===== src/rtl/npu_frame_sequencer.sv =====
// npu_frame_sequencer
//   Frame-level controller for the NPU datapath
//   (line memory -> neuron unit -> pixel delay -> manipulation).
//   Tracks the raster position of each accepted pixel and walks the frame
//   through IDLE/FILL/RUN/DRAIN/DONE. It also tags the output pixels whose
//   KERNEL x KERNEL window is fully populated. The tag is aligned to the
//   datapath delay.
//
// Ports
//   clk           in   system clock, rising edge
//   reset         in   synchronous, active-high
//   de_in         in   pixel valid at the NPU input
//   col           out  column of the next accepted pixel
//   row           out  line of the next accepted pixel
//   state_o       out  0 IDLE, 1 FILL, 2 RUN, 3 DRAIN, 4 DONE
//   window_valid  out  output pixel this cycle has a complete window
//   pix_valid     out  de_in delayed PIPE_DELAY cycles
//   line_end      out  pulse the cycle after the last pixel of a line
//   frame_done    out  pulse while in DONE
//   overrun       out  sticky: de_in seen during DRAIN or DONE
module npu_frame_sequencer #(
  parameter int IMG_WIDTH  = 64,
  parameter int IMG_HEIGHT = 64,
  parameter int KERNEL     = 7,
  parameter int PIPE_DELAY = 7
) (
  input  logic                          clk,
  input  logic                          reset,
  input  logic                          de_in,
  output logic [$clog2(IMG_WIDTH)-1:0]  col,
  output logic [$clog2(IMG_HEIGHT)-1:0] row,
  output logic [2:0]                    state_o,
  output logic                          window_valid,
  output logic                          pix_valid,
  output logic                          line_end,
  output logic                          frame_done,
  output logic                          overrun
);

  localparam int CW = $clog2(IMG_WIDTH);
  localparam int RW = $clog2(IMG_HEIGHT);
  // The drain counter only ever holds PIPE_DELAY-1 down to 0
  localparam int DW = (PIPE_DELAY > 1) ? $clog2(PIPE_DELAY) : 1;

  localparam logic [CW-1:0] COL_LAST   = CW'(IMG_WIDTH - 1);
  localparam logic [CW-1:0] COL_WIN    = CW'(KERNEL - 1);
  localparam logic [RW-1:0] ROW_LAST   = RW'(IMG_HEIGHT - 1);
  localparam logic [RW-1:0] ROW_WIN    = RW'(KERNEL - 1);
  localparam logic [DW-1:0] DRAIN_LOAD = DW'(PIPE_DELAY - 1);

  typedef enum logic [2:0] {
    ST_IDLE  = 3'd0,
    ST_FILL  = 3'd1,
    ST_RUN   = 3'd2,
    ST_DRAIN = 3'd3,
    ST_DONE  = 3'd4
  } state_t;

  state_t                state_q, state_d;
  logic [CW-1:0]         col_q, col_d;
  logic [RW-1:0]         row_q, row_d;
  logic [DW-1:0]         cnt_q, cnt_d;
  logic                  line_end_q, line_end_d;
  logic                  frame_done_q, frame_done_d;
  logic                  overrun_q, overrun_d;
  logic [PIPE_DELAY-1:0] tag_sr_q, tag_sr_d;
  logic [PIPE_DELAY-1:0] de_sr_q, de_sr_d;

  logic accept;
  logic tag;

  always_comb begin
    state_d      = state_q;
    col_d        = col_q;
    row_d        = row_q;
    cnt_d        = cnt_q;
    line_end_d   = 1'b0;
    overrun_d    = overrun_q;

    accept = de_in && ((state_q == ST_IDLE) || (state_q == ST_FILL) ||
                       (state_q == ST_RUN));
    // Window completeness uses the position of the pixel being accepted
    tag    = accept && (row_q >= ROW_WIN) && (col_q >= COL_WIN);

    case (state_q)
      ST_IDLE, ST_FILL, ST_RUN: begin
        if (accept) begin
          if (col_q == COL_LAST) begin
            col_d      = '0;
            line_end_d = 1'b1;
            if (row_q == ROW_LAST) begin
              row_d   = '0;
              state_d = ST_DRAIN;
              cnt_d   = DRAIN_LOAD;
            end else begin
              row_d = row_q + RW'(1);
            end
          end else begin
            col_d = col_q + CW'(1);
          end
          // Before RUN, the next line index decides whether enough lines
          // are buffered for a full window
          if ((state_d != ST_DRAIN) && (state_q != ST_RUN)) begin
            state_d = (row_d >= ROW_WIN) ? ST_RUN : ST_FILL;
          end
        end
      end
      ST_DRAIN: begin
        if (de_in) overrun_d = 1'b1;
        if (cnt_q == '0) state_d = ST_DONE;
        else             cnt_d   = cnt_q - DW'(1);
      end
      ST_DONE: begin
        if (de_in) overrun_d = 1'b1;
        state_d = ST_IDLE;
      end
      default: state_d = ST_IDLE;
    endcase

    frame_done_d = (state_d == ST_DONE);

    // Free-running delay lines so the final pixels still emerge while draining
    tag_sr_d    = tag_sr_q;
    de_sr_d     = de_sr_q;
    tag_sr_d[0] = tag;
    de_sr_d[0]  = de_in;
    for (int i = 1; i < PIPE_DELAY; i++) begin
      tag_sr_d[i] = tag_sr_q[i-1];
      de_sr_d[i]  = de_sr_q[i-1];
    end
  end

  always_ff @(posedge clk) begin
    if (reset) begin
      state_q      <= ST_IDLE;
      col_q        <= '0;
      row_q        <= '0;
      cnt_q        <= '0;
      line_end_q   <= 1'b0;
      frame_done_q <= 1'b0;
      overrun_q    <= 1'b0;
      tag_sr_q     <= '0;
      de_sr_q      <= '0;
    end else begin
      state_q      <= state_d;
      col_q        <= col_d;
      row_q        <= row_d;
      cnt_q        <= cnt_d;
      line_end_q   <= line_end_d;
      frame_done_q <= frame_done_d;
      overrun_q    <= overrun_d;
      tag_sr_q     <= tag_sr_d;
      de_sr_q      <= de_sr_d;
    end
  end

  assign col          = col_q;
  assign row          = row_q;
  assign state_o      = state_q;
  assign window_valid = tag_sr_q[PIPE_DELAY-1];
  assign pix_valid    = de_sr_q[PIPE_DELAY-1];
  assign line_end     = line_end_q;
  assign frame_done   = frame_done_q;
  assign overrun      = overrun_q;

endmodule


===== config.mk =====
export PLATFORM = sky130hd
export DESIGN_NAME = npu_frame_sequencer
export DESIGN_NICKNAME = d
export VERILOG_FILES = /design/src/rtl/npu_frame_sequencer.sv
export SDC_FILE = /design/constraint.sdc
export NUM_CORES = 1
export LEC_CHECK = 0
export ABC_AREA = 1
export CORE_AREA = 5 5 66 68
export CTS_CLUSTER_DIAMETER = 100
export DETAILED_ROUTE_END_ITERATION = 10
export DIE_AREA = 0 0 71 73
export DONT_BUFFER_PORTS = 1
export PLACE_DENSITY_LB_ADDON = 0.25
export SLEW_MARGIN = 20
export SYNTH_ARGS = -nofsm -noshare
export SYNTH_HDL_FRONTEND = slang
export SYNTH_SLANG_ARGS = --single-unit

===== constraint.sdc =====
create_clock -name clk -period 2.6 [get_ports clk]
set_input_delay 0.65 -clock clk [delete_from_list [all_inputs] [get_ports clk]]
set_output_delay 0.65 -clock clk [all_outputs]
set_load 0.005 [all_outputs]

==> flow_metrics.py, run 1 <==
metrics = {
    "synthesis": {
        "synth_seq_area_share_pct": 43.89,
        "ys_types": 30,
        "syn_inst": 203,
        "synth-main-ff-cell": "dfxtp_1",
        "synth_edf_count": 0,
        "synth_area_sq_mm": 0.001597,
        "syn_area_per_cell_sq_um": 7.865,
        "synth-seq-cells": 35,
        "async_reset_ff_share_pct": 0,
        "yosysWarnings": 0,
        "syn_nets": 212,
    },
    "pwr": {
        "p_leak_nw": 0.7392,
        "powerDensity_mw_per_mm2": 659.6,
        "power_mw": 1.152,
        "p_seq_share_pct": 50.1,
        "p_comb_share_pct": 6.0,
        "p_sw_mw": 0.2832,
        "internal_power_mw": 0.8690,
        "peakVddDrop_mv": 0.2956,
        "clkPwrFrac_pct": 44.0,
        "p_sw_share_pct": 24.58,
    },
    "clock_tree": {
        "clock_sinks": 35,
        "root_buffer": "clkbuf_8",
        "clockBufferDepth": 2,
        "cts_tree": "done",
        "post-cts-setup-buffers": 0,
        "ctsResizeCount": 0,
        "clk_pin_slew_ps": 80,
        "numCtsBuffers": 5,
        "cts-hold-fix-buffers": 0,
        "clock_latency_ps": 290,
        "cts_htree_levels": 2,
    },
    "sta": {
        "hold_viol_final": 0,
        "fmax_mhz": 593.6,
        "setup_violations": 0,
        "finalMaxSlewViolations": 0,
        "finalClockSkew_ps": 5.489,
        "relSlewSlack_pct": 75.01,
        "setup_tns_ps": 0,
        "worst_slew_pin_slew_ps": 371.7,
        "rsz0062_at_grt": "no",
        "period_needed_ps": 1685,
        "fin_crit_sh_pct": 64.79,
    },
    "worst_setup_path": {
        "end_kind": "register",
        "critPathLaunchType": "register",
        "worstPathArrival_ps": 1870,
        "r2r_cells": 10,
        "path_class": "reg2reg",
        "worstPathMaxFanout": 9,
        "cp.required_ps": 2790,
    },
    "hold_path": {
        "hold_class": "reg2reg",
        "hold_depth": 2,
    },
    "cells_and_area": {
        "area_growth_pct": 9.405,
        "diodes": 0,
        "fillerInstances": 399,
        "most-common-layout-cells": "inv_1, dfxtp_1, nand2_1",
        "layout-drive-gt1-share_pct": 13.94,
        "final_nets": 216,
        "final_common_cell": "inv_1",
    },
    "floorplan": {
        "fp.dieH_um": 73,
        "die_w_um": 71,
        "initial_core_util_pct": 42.03,
        "die_area_sq_mm": 0.005183,
        "ios": 23,
        "core_sq_mm": 0.003799,
        "rows": 23,
    },
    "route": {
        "wire_per_inst_um": 11.53,
        "via_per_inst": 4.698,
        "drc": 0,
        "firstDrtPassIters": 4,
        "drt_iter0_drc": 101,
        "vias": 1212,
        "totalWireLength_um": 2974,
        "drtAntennaViolNets": 0,
    },
    "placed_design": {
        "hpwl_um": 2205,
        "gp_congestion": 0.7501,
        "port_buffers": 0,
    },
    "global_routing": {
        "grt.overflow.total": 0,
        "grt_pass1_vias": 1120,
        "track_usage_pct": 12.74,
        "grt_pass1_wl_um": 5133,
        "antenna_found_initial": 0,
        "grt_max_degree": 25,
    },
    "outcome": {
        "status": "completed",
    },
    "job": {
        "drv_cap": 0,
    },
}
-- worst max-delay path, cell delays in order, from the launching register on --
cell and delay (ps):
dfxtp_1 510, ha_1 230, nand2_1 100, nor2_1 180, nand3_2 90, nand2_1 100, nand2_1 50, nor2_1 80
nand2_1 70, a21oi_1 130, nor2_1 50
-- logic make-up (layout without fill, tap and decap cells) --
family	after synthesis	count (layout)	synth area share (%)
flip-flops	35	35	43.89
AND/OR/NAND/NOR	85	85	26.41
buffers and inverters	42	47	10.97
adder cells (fa/ha/maj)	6	6	4.702
XOR/XNOR	3	3	1.646
AO/OA/AOI/OAI	32	32	12.38
-- per-stage QoR --
step	area, sq um	util (%)	std cells	setup WS (ps)	hold WS (ps)
after floorplan	1597	-	203	1114	388.3
after global placement	1630	42.92	250	903.1	388.9
after detailed placement	1630	42.92	250	917.6	394.4
after CTS	1747	45.98	258	896.7	404.8
after global routing	1747	45.98	258	667.4	397.9
final	1747	45.98	258	915.3	403.9
-- layer usage --
layer	global-route usage, %	wire length (um)	vias to the layer above
met2	20.29	1292	26
met5	0	0	-
met4	5.010	31	0
met1	14.67	1383	533
li1	-	-	649
met3	6.336	266	4
-- worst paths after layout --
kind | start | end | slack (ps)
worst max register to register | row[1] | state_o[1] | 920
worst min register to register | de_sr_q[1] | de_sr_q[2] | 400
worst max-delay path | row[1] | state_o[1] | 920
worst min-delay path | de_sr_q[1] | de_sr_q[2] | 400
-- cell type report --
type                            count  area [sq um]  share of cell area [%]
Clock inverter                      3         47.55                   2.722
Multi-Input combinational cell    126         720.7                   41.26
Sequential cell                    35         700.7                   40.11
Tap cell                           50         62.56                   3.582
Inverter                           39         146.4                   8.381
Clock buffer                        5         68.82                   3.940
-- power by group through the flow --
stage / clock network (mW) / logic [mW] / registers, mW
2_1_floorplan: 0 / 0.0658 / 0.583
3_3_place_gp: 0 / 0.0697 / 0.590
3_5_place_dp: 0 / 0.0694 / 0.590
4_1_cts: 0.521 / 0.0698 / 0.577
5_1_grt: 0.542 / 0.0806 / 0.580
6_report: 0.507 / 0.0687 / 0.577
-- cell usage after synthesis, types with 2 or more instances --
| library cell | number | area (sq um) |
|---|---|---|
| o21ai_0 | 8 | 40.04 |
| nor3_1 | 4 | 20.02 |
| nand3_1 | 6 | 30.03 |
| o21ai_1 | 2 | 10.01 |
| a21oi_2 | 2 | 17.52 |
| nor2_1 | 28 | 105.1 |
| o211ai_1 | 3 | 22.52 |
| nor2_4 | 4 | 45.04 |
| nand2_2 | 6 | 37.54 |
| a21oi_1 | 7 | 35.03 |
| nand4_1 | 2 | 12.51 |
| a31oi_1 | 3 | 18.77 |
| a211oi_1 | 4 | 30.03 |
| ha_1 | 6 | 75.07 |
| inv_2 | 3 | 11.26 |
| nand2_4 | 3 | 33.78 |
| nand2_1 | 29 | 108.9 |
| xor2_1 | 2 | 17.52 |
| dfxtp_1 | 35 | 700.7 |
| inv_1 | 36 | 135.1 |
-- registers in the layout, indices dropped and copies added, names as in the netlist --
signal / flops
row: 6
de_sr_q: 7
cnt_q: 3
overrun: 1
state_o: 3
tag_sr_q: 7
line_end: 1
frame_done: 1
col: 6
No activity file was read; power rests on OpenSTA's default activity.
==> run 2: changes to the inputs <==
==> constraint.sdc (replaced) <==
create_clock -name clk -period 1.35 [get_ports clk]
set_input_delay 0.3375 -clock clk [delete_from_list [all_inputs] [get_ports clk]]
set_output_delay 0.3375 -clock clk [all_outputs]
set_load 0.005 [all_outputs]
==> flow_metrics.py, run 2 (same netlist as run 1, synthesis figures left out) <==
metrics = {
    "pwr": {
        "p_leak_nw": 0.9763,
        "powerDensity_mw_per_mm2": 1043,
        "peakVddDrop_mv": 0.5188,
    },
    "clock_tree": {
        "cts-hold-fix-buffers": 0,
        "root_buffer": "clkbuf_8",
        "clock_latency_ps": 290,
        "numCtsBuffers": 5,
        "clockBufferDepth": 2,
        "clock_sinks": 35,
        "cts_tree": "done",
        "clk_pin_slew_ps": 80,
        "cts_htree_levels": 2,
    },
    "sta": {
        "finalMaxSlewViolations": 0,
        "worst_slack_ps": -59.10,
        "fin_crit_sh_pct": 104.4,
        "worst_slew_pin_slew_ps": 267.1,
        "period_needed_ps": 1409,
        "finalClockSkew_ps": 5.005,
        "relSlewSlack_pct": 82.18,
        "setup_violations": 3,
        "fmax_mhz": 709.7,
        "hold_viol_final": 0,
        "rsz0062_at_grt": "yes",
        "holdWs_ps": 108.4,
    },
    "worst_setup_path": {
        "worstPathMaxFanout": 6,
        "end_kind": "register",
        "r2r-start": "col[0]",
        "ff2ff_setup_slack_ps": -60,
        "max_stage_delay_ps": 360,
        "cp-endpoint": "state_o[0]",
        "cpMaxStageDelayCell": "dfxtp_4",
        "startpoint": "col[0]",
        "worstPathArrival_ps": 1630,
        "critPathLaunchType": "register",
        "crit_chain": "ha_4 > nand2_4 > nor2_4 > nand2_1 > nand2_2 > nor2_2 > a21oi_2 > nand2_1 > nand2_1 > nand2_1 > a21oi_2",
        "path_class": "reg2reg",
        "crit_path_frequent_cell": "nand2_1",
        "r2r-end": "state_o[0]",
        "cp.required_ps": 1580,
        "r2r_cells": 11,
    },
    "route": {
        "firstDrtPassIters": 4,
        "drtAntennaViolNets": 0,
        "wire_per_inst_um": 11.41,
        "drc": 0,
        "drt_iter0_drc": 81,
        "via_per_inst": 4.662,
        "totalWireLength_um": 3344,
        "vias": 1366,
    },
    "cells_and_area": {
        "most-common-layout-cells": "inv_1, buf_4, dfxtp_1",
        "layout-drive-gt1-share_pct": 35.39,
        "area_growth_pct": 32.29,
        "diodes": 0,
        "final_common_cell": "inv_1",
        "reg_top3": "de_sr_q: 7 flops, tag_sr_q: 7 flops",
        "final_nets": 251,
    },
    "hold_path": {
        "hold_class": "in2reg",
    },
    "global_routing": {
        "antenna_found_initial": 0,
        "grt_max_degree": 25,
        "grt_pass1_wl_um": 5623,
        "track_usage_pct": 13.83,
        "grt_pass1_vias": 1314,
        "grt.overflow.total": 0,
    },
    "placed_design": {
        "hpwl_um": 2421,
        "port_buffers": 0,
        "gp_congestion": 0.8516,
        "post-place-ws_ps": -131.1,
    },
    "floorplan": {
        "core_sq_mm": 0.003799,
        "initial_core_util_pct": 42.03,
        "ios": 23,
        "rows": 23,
        "die_area_sq_mm": 0.005183,
        "die_w_um": 71,
        "fp.dieH_um": 73,
    },
    "outcome": {
        "violations": "negative setup slack",
        "status": "finished with violations",
    },
    "job": {
        "drv_cap": 0,
    },
}
==> run 2: metal layers <==
layer / part of all wire, % / global-route usage [%] / routed length (um)
met1: 46 / 17.26 / 1523
met2: 49 / 21.22 / 1633
met3: 4.4 / 5.096 / 147
met4: 1.2 / 6.472 / 40
met5: 0 / 0 / 0
==> run 2: area by class of cell <==
type	instances	area, sq um
inverters	39	153.9
fillers	359	1687
clock buffers	6	93.84
clock inverters	2	13.76
multi-input cells	126	803.3
repair buffers	35	266.5
flip-flops and latches	35	718.2
well taps	50	62.56
==> run 2: worst min-delay path by stage <==
stage / startpoint / end / cells after the start
floorplan: de_sr_q[0] / de_sr_q[1] / 2
global placement: tag_sr_q[1] / tag_sr_q[2] / 2
detailed placement: de_sr_q[0] / de_sr_q[1] / 2
CTS: reset / state_o[0] / 1
global route: reset / state_o[0] / 1
finish: reset / cnt_q[2] / 1
==> run 2: timing repair <==
item	in CTS	in global routing
gates resized for setup	16	8
pin swaps	3	1
setup endpoints to repair	5	15
hold endpoints to repair	0	0
buffers inserted	1	2
==> run 2: stage by stage <==
step	cell area, sq um	TNS (ps)	utilization (%)	cells	power (mW)
2_1_floorplan	1629	-5.594	-	203	1.254
3_3_place_gp	1903	-239.1	50.10	282	1.333
3_5_place_dp	1903	-328.8	50.10	282	1.336
4_1_cts	2073	-132.7	54.58	291	2.218
5_1_grt	2112	-514.9	55.60	293	2.301
6_report	2112	-162.0	55.60	293	2.204
==> run 2: critical path: cells and delay by family, from the launching register on <==
kind | cells | cell delay, ps
AND/OR/NAND/NOR | 8 | 670
AO/OA/AOI/OAI | 2 | 190
flip-flops | 1 | 360
adder cells (fa/ha/maj) | 1 | 140
==> run 2: power by group <==
group | total (mW) | internal [mW] | switching (mW)
logic | 0.234 | 0.108 | 0.126
clock network | 0.877 | 0.475 | 0.402
registers | 1.09 | 1.06 | 0.0296
==> run 3: changes to the inputs <==
==> constraint.sdc (replaced) <==
create_clock -name clk -period 1.6 [get_ports clk]
set_input_delay 0.4 -clock clk [delete_from_list [all_inputs] [get_ports clk]]
set_output_delay 0.4 -clock clk [all_outputs]
set_load 0.005 [all_outputs]
==> flow_metrics.py, run 3 (same netlist as run 1, synthesis figures left out) <==
metrics = {
    "pwr": {
        "p_leak_nw": 0.8079,
        "p_seq_share_pct": 52.2,
        "internal_power_mw": 1.316,
        "p_comb_share_pct": 9.1,
        "peakVddDrop_mv": 0.4537,
        "p_sw_mw": 0.4475,
        "p_sw_share_pct": 25.37,
        "power_mw": 1.764,
        "clkPwrFrac_pct": 38.7,
        "powerDensity_mw_per_mm2": 953.7,
    },
    "global_routing": {
        "grt_pass1_wl_um": 5375,
        "grt_max_degree": 25,
        "grt.overflow.total": 0,
        "grt_pass1_vias": 1186,
        "antenna_found_initial": 0,
        "track_usage_pct": 13.36,
    },
    "sta": {
        "fmax_mhz": 682.0,
        "setup_violations": 0,
        "fin_crit_sh_pct": 91.65,
        "relSlewSlack_pct": 75.41,
        "worst_slew_pin_slew_ps": 365.7,
        "finalClockSkew_ps": 4.705,
        "setup_tns_ps": 0,
        "hold_viol_final": 0,
        "finalMaxSlewViolations": 0,
        "period_needed_ps": 1466,
    },
    "placed_design": {
        "hpwl_um": 2352,
        "port_buffers": 0,
        "gp_congestion": 0.8010,
        "dpl_cell_area_sq_mm": 0.001728,
    },
    "route": {
        "vias": 1285,
        "drc": 0,
        "totalWireLength_um": 3103,
        "wire_per_inst_um": 11.45,
        "drtAntennaViolNets": 0,
        "drt_iter0_drc": 86,
        "firstDrtPassIters": 4,
        "via_per_inst": 4.742,
    },
    "floorplan": {
        "die_w_um": 71,
        "initial_core_util_pct": 42.03,
        "fp.dieH_um": 73,
        "rows": 23,
        "die_area_sq_mm": 0.005183,
        "ios": 23,
        "core_sq_mm": 0.003799,
    },
    "clock_tree": {
        "post-cts-setup-buffers": 0,
        "clockBufferDepth": 2,
        "numCtsBuffers": 5,
        "root_buffer": "clkbuf_8",
        "clk_pin_slew_ps": 70,
        "cts_tree": "done",
        "cts_htree_levels": 2,
        "clock_sinks": 35,
        "clock_latency_ps": 290,
    },
    "worst_setup_path": {
        "path_class": "reg2reg",
        "worstPathArrival_ps": 1650,
        "worstPathMaxFanout": 5,
        "ff2ff_setup_slack_ps": 130,
        "end_kind": "register",
        "cp.required_ps": 1780,
        "critPathLaunchType": "register",
    },
    "hold_path": {
        "hold_class": "in2reg",
    },
    "cells_and_area": {
        "reg_top3": "de_sr_q: 7 flops, tag_sr_q: 7 flops",
        "post-route-util_pct": 48.68,
        "layout-drive-gt1-share_pct": 23.53,
        "final_common_cell": "inv_1",
        "final_nets": 229,
        "fillerInstances": 383,
        "diodes": 0,
        "most-common-layout-cells": "inv_1, dfxtp_1, nand2_1",
        "multiInputGateArea_sq_um": 738.2,
        "finalInstanceArea_sq_mm": 0.001849,
        "area_growth_pct": 15.83,
        "regArea_sq_um": 705.7,
    },
    "outcome": {
        "status": "completed",
    },
    "job": {
        "drv_cap": 0,
    },
}
==> run 3: worst paths after layout <==
path | depth (start not counted) | endpoint | startpoint
setup / recovery | 10 | cnt_q[2] | col[0]
hold / removal | 1 | state_o[0] | reset
setup reg to reg | 10 | cnt_q[2] | col[0]
hold reg to reg | 2 | tag_sr_q[2] | tag_sr_q[1]
==> run 3: worst max-delay path, stage by stage (launching register included) <==
cell     delay (ps)
dfxtp_1         340
ha_2            190
nand2_2         100
inv_2           100
nand2_4          70
nor2_4          160
nand2_4          70
nand2_4          80
nand2_2          50
xor2_1          130
a21oi_1          70
==> run 3: layout make-up <==
type	count	area share (%)
flip-flops and latches	35	38.16
inverters	39	7.916
multi-input cells	126	39.92
repair buffers	13	5.277
clock inverters	2	0.8796
well taps	50	3.383
clock buffers	6	4.466
==> run 3: repair_timing <==
action | 4_1_cts | 5_1_grt
endpoints found under the setup margin | 0 | 4
gates resized for setup | 0 | 11
hold buffers | 0 | 0
==> run 3: per-stage QoR <==
step | setup WS [ps] | cells | hold WS [ps]
6_report | 133.7 | 271 | 162.5
5_1_grt | -6.442 | 271 | 155.6
4_1_cts | 65.79 | 271 | 155.8
3_5_place_dp | 89.66 | 263 | 395.2
3_3_place_gp | 104.9 | 263 | 388.4
2_1_floorplan | 113.7 | 203 | 388.3
==> run 3: power groups by stage <==
stage	combinational (mW)	sequential [mW]	clock [mW]
global route	0.188	0.924	0.746
global placement	0.161	0.940	0
CTS	0.162	0.919	0.702
floorplan	0.107	0.947	0
finish	0.161	0.920	0.683
detailed placement	0.162	0.940	0
==> run 3: routing by layer <==
metal | share of wire, % | vias up | track usage [%]
met5 | 0 | - | 0
met4 | 2.5 | 0 | 7.516
met3 | 7.7 | 7 | 4.683
met2 | 43 | 28 | 20.70
met1 | 46 | 574 | 16.13
li1 | - | 676 | -
